[config.mk]
export PLATFORM = sky130hd
export DESIGN_NAME = serial_addsub_ctrl
export DESIGN_NICKNAME = d
export VERILOG_FILES = /design/src/rtl/serial_addsub_ctrl.sv
export SDC_FILE = /design/constraint.sdc
export NUM_CORES = 1
export LEC_CHECK = 0
export BUFFER_PORTS_ARGS = -buffer_cell sky130_fd_sc_hd__buf_2
export CORE_ASPECT_RATIO = 0.7
export CORE_MARGIN = 2
export CORE_UTILIZATION = 40
export CTS_BUF_LIST = sky130_fd_sc_hd__clkbuf_16
export CTS_CLUSTER_DIAMETER = 120
export DETAILED_ROUTE_END_ITERATION = 6
export PLACE_DENSITY_LB_ADDON = 0.15
export SLEW_MARGIN = 30
export SYNTH_ARGS = -nofsm -noshare
export SYNTH_HDL_FRONTEND = slang
export SYNTH_SLANG_ARGS = --single-unit
[constraint.sdc]
create_clock -name clk -period 5.5 [get_ports clk]
set_input_delay 0 -clock clk [delete_from_list [all_inputs] [get_ports clk]]
set_output_delay 0 -clock clk [all_outputs]
set_load 0.01 [all_outputs]
[src/rtl/serial_addsub_ctrl.sv]
// rtl/serial_addsub_ctrl.sv - nibble-serial add/subtract sequencer with sign+magnitude subtract result

module carry_select_adder (
    input  logic [3:0] a,
    input  logic [3:0] b,
    input  logic       c_in,
    output logic [3:0] sum,
    output logic       c_out
);
    logic [4:0] sum0;
    logic [4:0] sum1;

    // Both carry-in cases are formed up front and c_in only picks one.
    assign sum0  = {1'b0, a} + {1'b0, b};
    assign sum1  = {1'b0, a} + {1'b0, b} + 5'd1;
    assign sum   = c_in ? sum1[3:0] : sum0[3:0];
    assign c_out = c_in ? sum1[4]   : sum0[4];
endmodule

module serial_addsub_ctrl #(
    parameter int WIDTH = 16
) (
    input  logic             clk,
    input  logic             rst_n,
    input  logic             start_valid,
    output logic             start_ready,
    input  logic             op,
    input  logic [WIDTH-1:0] a,
    input  logic [WIDTH-1:0] b,
    output logic             result_valid,
    input  logic             result_ready,
    output logic [WIDTH-1:0] result,
    output logic             carry_out,
    output logic             neg,
    output logic             busy
);
    localparam int NIB = WIDTH / 4;
    localparam int IW  = (NIB > 1) ? $clog2(NIB) : 1;
    localparam logic [IW-1:0] LAST = IW'(NIB - 1);

    typedef enum logic [1:0] {
        IDLE = 2'd0,
        RUN  = 2'd1,
        FIX  = 2'd2,
        DONE = 2'd3
    } state_t;

    state_t state;
    state_t state_next;

    logic [WIDTH-1:0] a_reg;
    logic [WIDTH-1:0] b_reg;
    logic             op_reg;
    logic             carry_reg;
    logic [IW-1:0]    idx;

    logic [3:0] a_nibs   [NIB];
    logic [3:0] b_nibs   [NIB];
    logic [3:0] res_nibs [NIB];

    logic [3:0] slice_a;
    logic [3:0] slice_b;
    logic [3:0] slice_sum;
    logic       slice_cout;

    logic accept;
    logic last_nib;
    logic need_fix;

    always_comb begin
        for (int k = 0; k < NIB; k++) begin
            a_nibs[k]   = a_reg[k*4 +: 4];
            b_nibs[k]   = b_reg[k*4 +: 4];
            res_nibs[k] = result[k*4 +: 4];
        end
    end

    carry_select_adder u_slice (
        .a     (slice_a),
        .b     (slice_b),
        .c_in  (carry_reg),
        .sum   (slice_sum),
        .c_out (slice_cout)
    );

    assign accept   = (state == IDLE) && start_valid;
    assign last_nib = (idx == LAST);
    // A subtract with no carry out of the MSB borrowed, so the raw difference must be negated.
    assign need_fix = op_reg && !slice_cout;

    always_ff @(posedge clk) begin
        if (!rst_n) begin
            state <= IDLE;
        end else begin
            state <= state_next;
        end
    end

    always_comb begin
        state_next = state;
        case (state)
            IDLE: if (start_valid)  state_next = RUN;
            RUN:  if (last_nib)     state_next = need_fix ? FIX : DONE;
            FIX:  if (last_nib)     state_next = DONE;
            DONE: if (result_ready) state_next = IDLE;
            default:                state_next = IDLE;
        endcase
    end

    always_comb begin
        start_ready  = (state == IDLE);
        result_valid = (state == DONE);
        busy         = (state != IDLE);
        slice_a      = a_nibs[idx];
        slice_b      = b_nibs[idx];
        if (state == FIX) begin
            slice_a = ~res_nibs[idx];
            slice_b = 4'h0;
        end
    end

    always_ff @(posedge clk) begin
        if (!rst_n) begin
            a_reg     <= '0;
            b_reg     <= '0;
            op_reg    <= 1'b0;
            carry_reg <= 1'b0;
            idx       <= '0;
            result    <= '0;
            carry_out <= 1'b0;
            neg       <= 1'b0;
        end else if (accept) begin
            a_reg     <= a;
            b_reg     <= op ? ~b : b;
            op_reg    <= op;
            carry_reg <= op;
            idx       <= '0;
            result    <= '0;
            carry_out <= 1'b0;
            neg       <= 1'b0;
        end else if (state == RUN || state == FIX) begin
            for (int k = 0; k < NIB; k++) begin
                if (idx == IW'(k)) begin
                    result[k*4 +: 4] <= slice_sum;
                end
            end
            carry_reg <= slice_cout;
            idx       <= idx + 1'b1;
            if (last_nib) begin
                idx <= '0;
                if (state == RUN) begin
                    carry_out <= slice_cout;
                    if (need_fix) begin
                        neg       <= 1'b1;
                        carry_reg <= 1'b1;
                    end
                end
            end
        end
    end
endmodule

==> flow_metrics.tcl, run 1 <==
set metrics [dict create \
    cp_max_fo 18 \
    relSlewSlack_pct 39.07 \
    max_freq_mhz 288.5 \
    worstPathCellList "mux4_2 -> a21o_1 -> inv_1 -> fa_1 -> inv_1 -> ha_1 -> nand2_1 -> nor4_4 -> xor2_1 -> o311a_1" \
    ys_seq_elements 56 \
    synth_edf_count 0 \
    grtUsageTotal_pct 17.55 \
    synth-async-reset-ratio_pct 0 \
    cp-endpoint "state[0]" \
    dp_hpwl_mm 4.691 \
    coreArea_um2 7222 \
    clkTransAtPathRegs_ns 0.07 \
    synthFlopType "dfxtp_1" \
    worstReg2RegEnd "state[0]" \
    crit_top_cell "inv_1" \
    fp.dieH_um 75.99 \
    maxCapViolations 0 \
    cts_made_buffers 5 \
    synthDistinctLibCells 33 \
    initialDrtViolationCount 95 \
    io_buffers 57 \
    setup_viol 0 \
    cts_max_level 2 \
    cts_resized 0 \
    worstSetupPathDepth 10 \
    grt_pass1_wl_mm 11.49 \
    power_leakage_nw 1.569 \
    antenna_cells 0 \
    fin_crit_ns 3.467 \
    synthesis.nets 376 \
    required_ns 5.67 \
    area_delta_synth_final_pct 20.49 \
    crit_buf_inv 2 \
    timing.rr.start "idx[1]" \
    antenna_left 0 \
    synth_area_um2 2962 \
    powerDensity_nw_per_um2 438.0 \
    setup.worst_path.class "flip-flop to flip-flop" \
    post-route-period-util_pct 63.03 \
    slew_violations 0 \
    critPathMaxStageDelay_ns 0.92 \
    reg2reg_slack_ns 2.03 \
    tightestPinTransition_ns 0.9127 \
    yosysTopAreaCell "dfxtp_1" \
    final_cell_area_um2 3568 \
    final.setup.tns_ns 0 \
    via_per_inst 4.983 \
    cts_tree "yes" \
    max-vdd-ir-drop_mv 0.2315 \
    synthCells 324 \
    cp-end-kind "flip-flop" \
    cp_slowest_cell "dfxtp_1" \
    yosys.area.top_type_share_pct 37.85 \
    first_global_vias 2375 \
    clk_latency_ns 0.29 \
    rows 26 \
    clock_skew_ns 0.005471 \
    die_w_um 106.8 \
    clockBufferDepth 2 \
    cts_hold_buf 16 \
    fin_nets 432 \
    post_cts_buffers 0 \
    synth_seq_area_share_pct 37.85 \
    via_count 2382 \
    ys_top_cells_by_area "dfxtp_1 (38%), mux4_2 (8.4%), nand2_1 (8.0%), ha_1 (5.9%), xnor2_1 (5.6%)" \
    gp_congestion 0.8538 \
    hp-class "primary input to flip-flop" \
    wl_per_cell_um 13.70 \
    drt_wl_total_mm 6.547 \
    hold_viol_final 0 \
    ioPinCount 58 \
    avgSynthCellArea_um2 9.141 \
    die_area_um2 8119 \
    grt_antenna_before_repair 0 \
    yosysWarnings 0 \
    status "complete, no violations" \
    rsz0062_at_grt "false" \
    grt-ovfl-total 0 \
    root_buffer "clkbuf_16" \
    cts_sinks 56 \
    worst_setup_path_start_kind "flip-flop" \
    cp_top_family "flip-flops" \
    placed_area_um2 3273 \
    cp-startpoint "idx[1]" \
    drc 0 \
    crit_arrival_ns 3.64 \
    grt_max_degree 40 \
    first_pass_iters 4 \
    initial_utilization_pct 41.01 \
    r2r_cells 10 \
    drive_above_1_share_pct 21.05 \
]
## worst min path at each step
stage,startpoint,endpoint,depth (start not counted)
floorplan,a[0],a_reg[0],2
global placement,a[14],a_reg[14],3
detailed placement,a[14],a_reg[14],3
CTS,b[14],b_reg[14],4
global route,b[14],b_reg[14],4
finish,b[14],b_reg[14],4
## final cells by class
| class | instances | area (um2) |
|---|---|---|
| sequential | 56 | 1122 |
| inverter | 11 | 41.29 |
| clock buffer | 5 | 125.1 |
| fill | 707 | 3654 |
| multi-input combinational | 232 | 1695 |
| clock inverter | 2 | 8.758 |
| timing repair buffer | 74 | 452.9 |
| tap | 98 | 122.6 |
## worst register-to-register path: stages (launching register included)
cell and delay, ns:
dfxtp_1 0.92, mux4_2 0.62, a21o_1 0.22, inv_1 0.09
fa_1 0.42, inv_1 0.08, ha_1 0.13, nand2_1 0.10
nor4_4 0.28, xor2_1 0.14, o311a_1 0.35
## cells in the mapped netlist, drive strengths merged, types with 10 or more instances
master and count:
nor2 26, inv 11, mux4 11, nand2 63
a211oi 19, a21boi 17, xnor2 19, o211a 16
clkbuf 15, buf 10, ha 14, dfxtp 56
## where the power goes
part	total [mW]	internal (mW)	leakage, nW	switching [mW]
Sequential	0.566	0.488	0.459	0.0786
Combinational	0.698	0.294	1.04	0.403
Clock	0.299	0.164	0.0709	0.135
Total	1.56	0.946	1.57	0.617
## per-layer routing
metal / vias to the layer above / share of wire, % / GRT usage, %
li1: 1226 / - / -
met1: 1091 / 49 / 24.50
met2: 55 / 45 / 27.64
met3: 10 / 4.5 / 3.507
met4: 0 / 1.4 / 5.065
met5: - / 0 / 0
## per-stage QoR
step | setup slack, ns | std cells | power, mW | util, % | hold slack (ns)
final | 2.033 | 478 | 1.563 | 49.41 | 0.05593
after floorplan | 2.263 | 324 | 1.101 | - | 0.1449
after detailed placement | 1.777 | 455 | 1.270 | 45.32 | 0.2638
after global placement | 1.849 | 455 | 1.262 | 45.32 | 0.2583
after CTS | 1.779 | 478 | 1.583 | 49.39 | 0.05608
after global routing | 1.779 | 478 | 1.701 | 49.41 | 0.07231
## cells in the final DEF, fill, tap and decap left out, types with 14 or more instances in the layout
master,Yosys,layout
nand2_1,63,63
buf_2,8,57
dfxtp_1,56,55
nor2_1,26,26
xnor2_1,19,19
a211oi_1,18,18
a21boi_0,17,17
o211a_1,16,16
dlygate4sd3_1,0,16
ha_1,14,14
## cell families (layout without fill, tap and decap cells)
group / Yosys count / after routing / share of synthesized area [%]
xor+xnor: 21 / 21 / 6.211
buf+inv: 36 / 92 / 4.901
simple gates: 115 / 115 / 17.28
fa+ha+maj: 15 / 15 / 6.591
mux: 13 / 13 / 9.041
compound gates: 68 / 68 / 18.12
flops: 56 / 56 / 37.85
(Power assumes the default switching activity.)
==> run 2: changes to the inputs <==
Settings changed: ABC_AREA set to 1.
Clock period 5.5 ns to 2.9 ns, I/O delays scaled along.
==> flow_metrics.tcl, run 2 <==
set metrics [dict create \
    status "complete, no violations" \
    clk_latency_ns 0.28 \
    drive_above_1_share_pct 20.26 \
    maxCapViolations 0 \
    grt-ovfl-total 0 \
    clkTransAtPathRegs_ns 0.07 \
    grt_antenna_before_repair 0 \
    fin_nets 511 \
    coreArea_um2 7189 \
    fin_crit_ns 2.696 \
    first_global_vias 2524 \
    synth_area_um2 2920 \
    hp-class "primary input to flip-flop" \
    cts_sinks 56 \
    ys_seq_elements 56 \
    initialDrtViolationCount 146 \
    initial_utilization_pct 40.62 \
    regArea_um2 1122 \
    gp_congestion 0.8314 \
    tightestPinTransition_ns 0.5226 \
    slew_violations 0 \
    synth_compound_area_share_pct 23.52 \
    most-common-layout-cells "o21ai_0 (65), buf_2 (57), dfxtp_1 (55), nor2_1 (54), a21oi_1 (51)" \
    yosys.area.top_type_share_pct 38.39 \
    rows 26 \
    synthesis.nets 444 \
    die_w_um 106.1 \
    clock_skew_ns 0.003970 \
    grt_max_degree 46 \
    synth-async-reset-ratio_pct 0 \
    setup.worst_path.class "flip-flop to flip-flop" \
    cts_tree "yes" \
    num-fill-cells 751 \
    synth-xor-area-share_pct 5.698 \
    antenna_cells 0 \
    dp.cells 537 \
    multi_input_area_um2 1587 \
    swShare_pct 44.99 \
    grt_pass1_wl_mm 12.06 \
    max-vdd-ir-drop_mv 0.4159 \
    first_pass_iters 4 \
    via_count 2769 \
    grtUsageTotal_pct 18.80 \
    synth-simple-area-share_pct 17.65 \
    antenna_left 0 \
    relSlewSlack_pct 65.16 \
    area_delta_synth_final_pct 22.92 \
    die_area_um2 8011 \
    drc 0 \
    crit_arrival_ns 2.88 \
    root_buffer "clkbuf_16" \
    cts_max_level 2 \
    synth_seq_area_share_pct 38.39 \
    pwr-share-clk_pct 15.6 \
    pre_cts_ws_ns 0.06238 \
    worst_slack_ns 0.2038 \
    drt_wl_total_mm 7.305 \
    yosysWarnings 0 \
    synthDistinctLibCells 31 \
    io_buffers 57 \
    final_common_cell "o21ai_0" \
    synthAdderAreaFrac_pct 6.684 \
    wl_per_cell_um 13.11 \
    power.switching_mw 1.663 \
    avgSynthCellArea_um2 7.450 \
    hold_viol_final 0 \
    cp-end-kind "flip-flop" \
    dp_hpwl_mm 5.274 \
    synth_top_family_by_area "compound AO/OA/AOI/OAI gates" \
    intPower_mw 2.033 \
    required_ns 3.08 \
    combPwrFrac_pct 55.7 \
    power_leakage_nw 1.625 \
    yosysTopAreaCell "dfxtp_1" \
    yosysMostFrequentCell "o21ai_0" \
    ioPinCount 58 \
    synthCells 392 \
    powerDensity_nw_per_um2 1030 \
    power.share.sequential_pct 28.7 \
    setup_viol 0 \
    max_freq_mhz 370.9 \
    cts_made_buffers 5 \
    cp_max_fo 9 \
    synth_edf_count 0 \
    synth_commonest_cells "o21ai_0 (65), dfxtp_1 (56), nor2_1 (54), a21oi_1 (51), nand2_1 (32)" \
    fp.dieH_um 75.49 \
    synth_mux_area_share_pct 0 \
    post-route-period-util_pct 92.97 \
    synthFlopType "dfxtp_1" \
    final_cell_count_no_fill 557 \
    worst_setup_path_start_kind "flip-flop" \
    clockBufferDepth 2 \
    via_per_inst 4.971 \
    ys_top_cells_by_area "dfxtp_1 (38%), o21ai_0 (11%), a21oi_1 (8.7%), nor2_1 (6.9%), ha_1 (6.0%)" \
]
run 2: cell types whose count changed after synthesis, sizes merged, moves of 16 or more:
cell / change
a21oi: +48
a211oi: -19
inv: +22
o21ai: +65
o211a: -16
nand2: -27
nor2: +30
a21boi: -17
run 2: what timing repair did:
action	CTS	global route
setup endpoints to repair	0	9
gates resized for setup	0	8
setup buffers	0	2
hold buffers	10	1
hold endpoints to repair	10	1
run 2: worst paths after layout:
path | slack, ns | to | cells past startpoint | startpoint
hold reg to reg | 0.46 | a_reg[10] | 2 | a_reg[10]
setup / recovery | 0.20 | carry_out | 17 | state[0]
hold / removal | 0.001 | b_reg[3] | 3 | b[3]
setup reg to reg | 0.20 | carry_out | 17 | state[0]
run 2: area by class of cell:
class	instances	area share (%)
Multi-Input combinational cell	282	44.20
Sequential cell	56	31.27
Timing Repair Buffer	80	13.63
Inverter	34	3.660
Clock buffer	5	3.486
Tap cell	98	3.416
Clock inverter	2	0.3486
run 2: power groups by stage:
stage	clock, mW	combinational [mW]	sequential, mW
after floorplan	0	1.44	1.06
after global placement	0	1.92	1.07
after detailed placement	0	1.95	1.07
after CTS	0.593	1.98	1.06
after global routing	0.616	2.35	1.09
final	0.577	2.06	1.06
run 2: kinds of logic after synthesis:
family / count (synthesis)
AND/OR/NAND/NOR: 116
XOR/XNOR: 19
flip-flops: 56
adder cells (fa/ha/maj): 15
buffers and inverters: 54
AO/OA/AOI/OAI: 132
run 2: critical path: stages, from the launching register on:
cell	delay, ns
dfxtp_1	0.34
inv_1	0.09
ha_4	0.20
inv_1	0.14
nand3_1	0.10
nand2_1	0.11
ha_2	0.20
inv_1	0.05
fa_1	0.45
inv_1	0.09
ha_1	0.14
nand2_1	0.14
nor2_4	0.17
nand3_2	0.08
nand2_2	0.08
nand3_1	0.07
o211ai_1	0.10
inv_2	0.04
run 2: routing by layer:
layer  vias to the layer above  routed length, um  share of wire, %  track usage [%]
met5                         -                  0                 0                0
met4                         0                 35              0.48            3.947
met3                         2                267               3.7            3.507
met2                        50               3104                42            29.84
met1                      1274               3898                53            27.03
li1                       1443                  -                 -                -
run 2: metrics by stage:
stage	power, mW	TNS, ns	util [%]	hold WS (ns)	instance area [um2]
after floorplan	2.498	0	-	0.1384	2920
after global placement	2.987	0	45.86	0.2577	3297
after detailed placement	3.027	0	45.86	0.2590	3297
after CTS	3.628	0	49.16	0.0006326	3535
after global routing	4.049	-0.01614	49.93	0.004086	3590
final	3.696	0	49.93	0.001454	3590
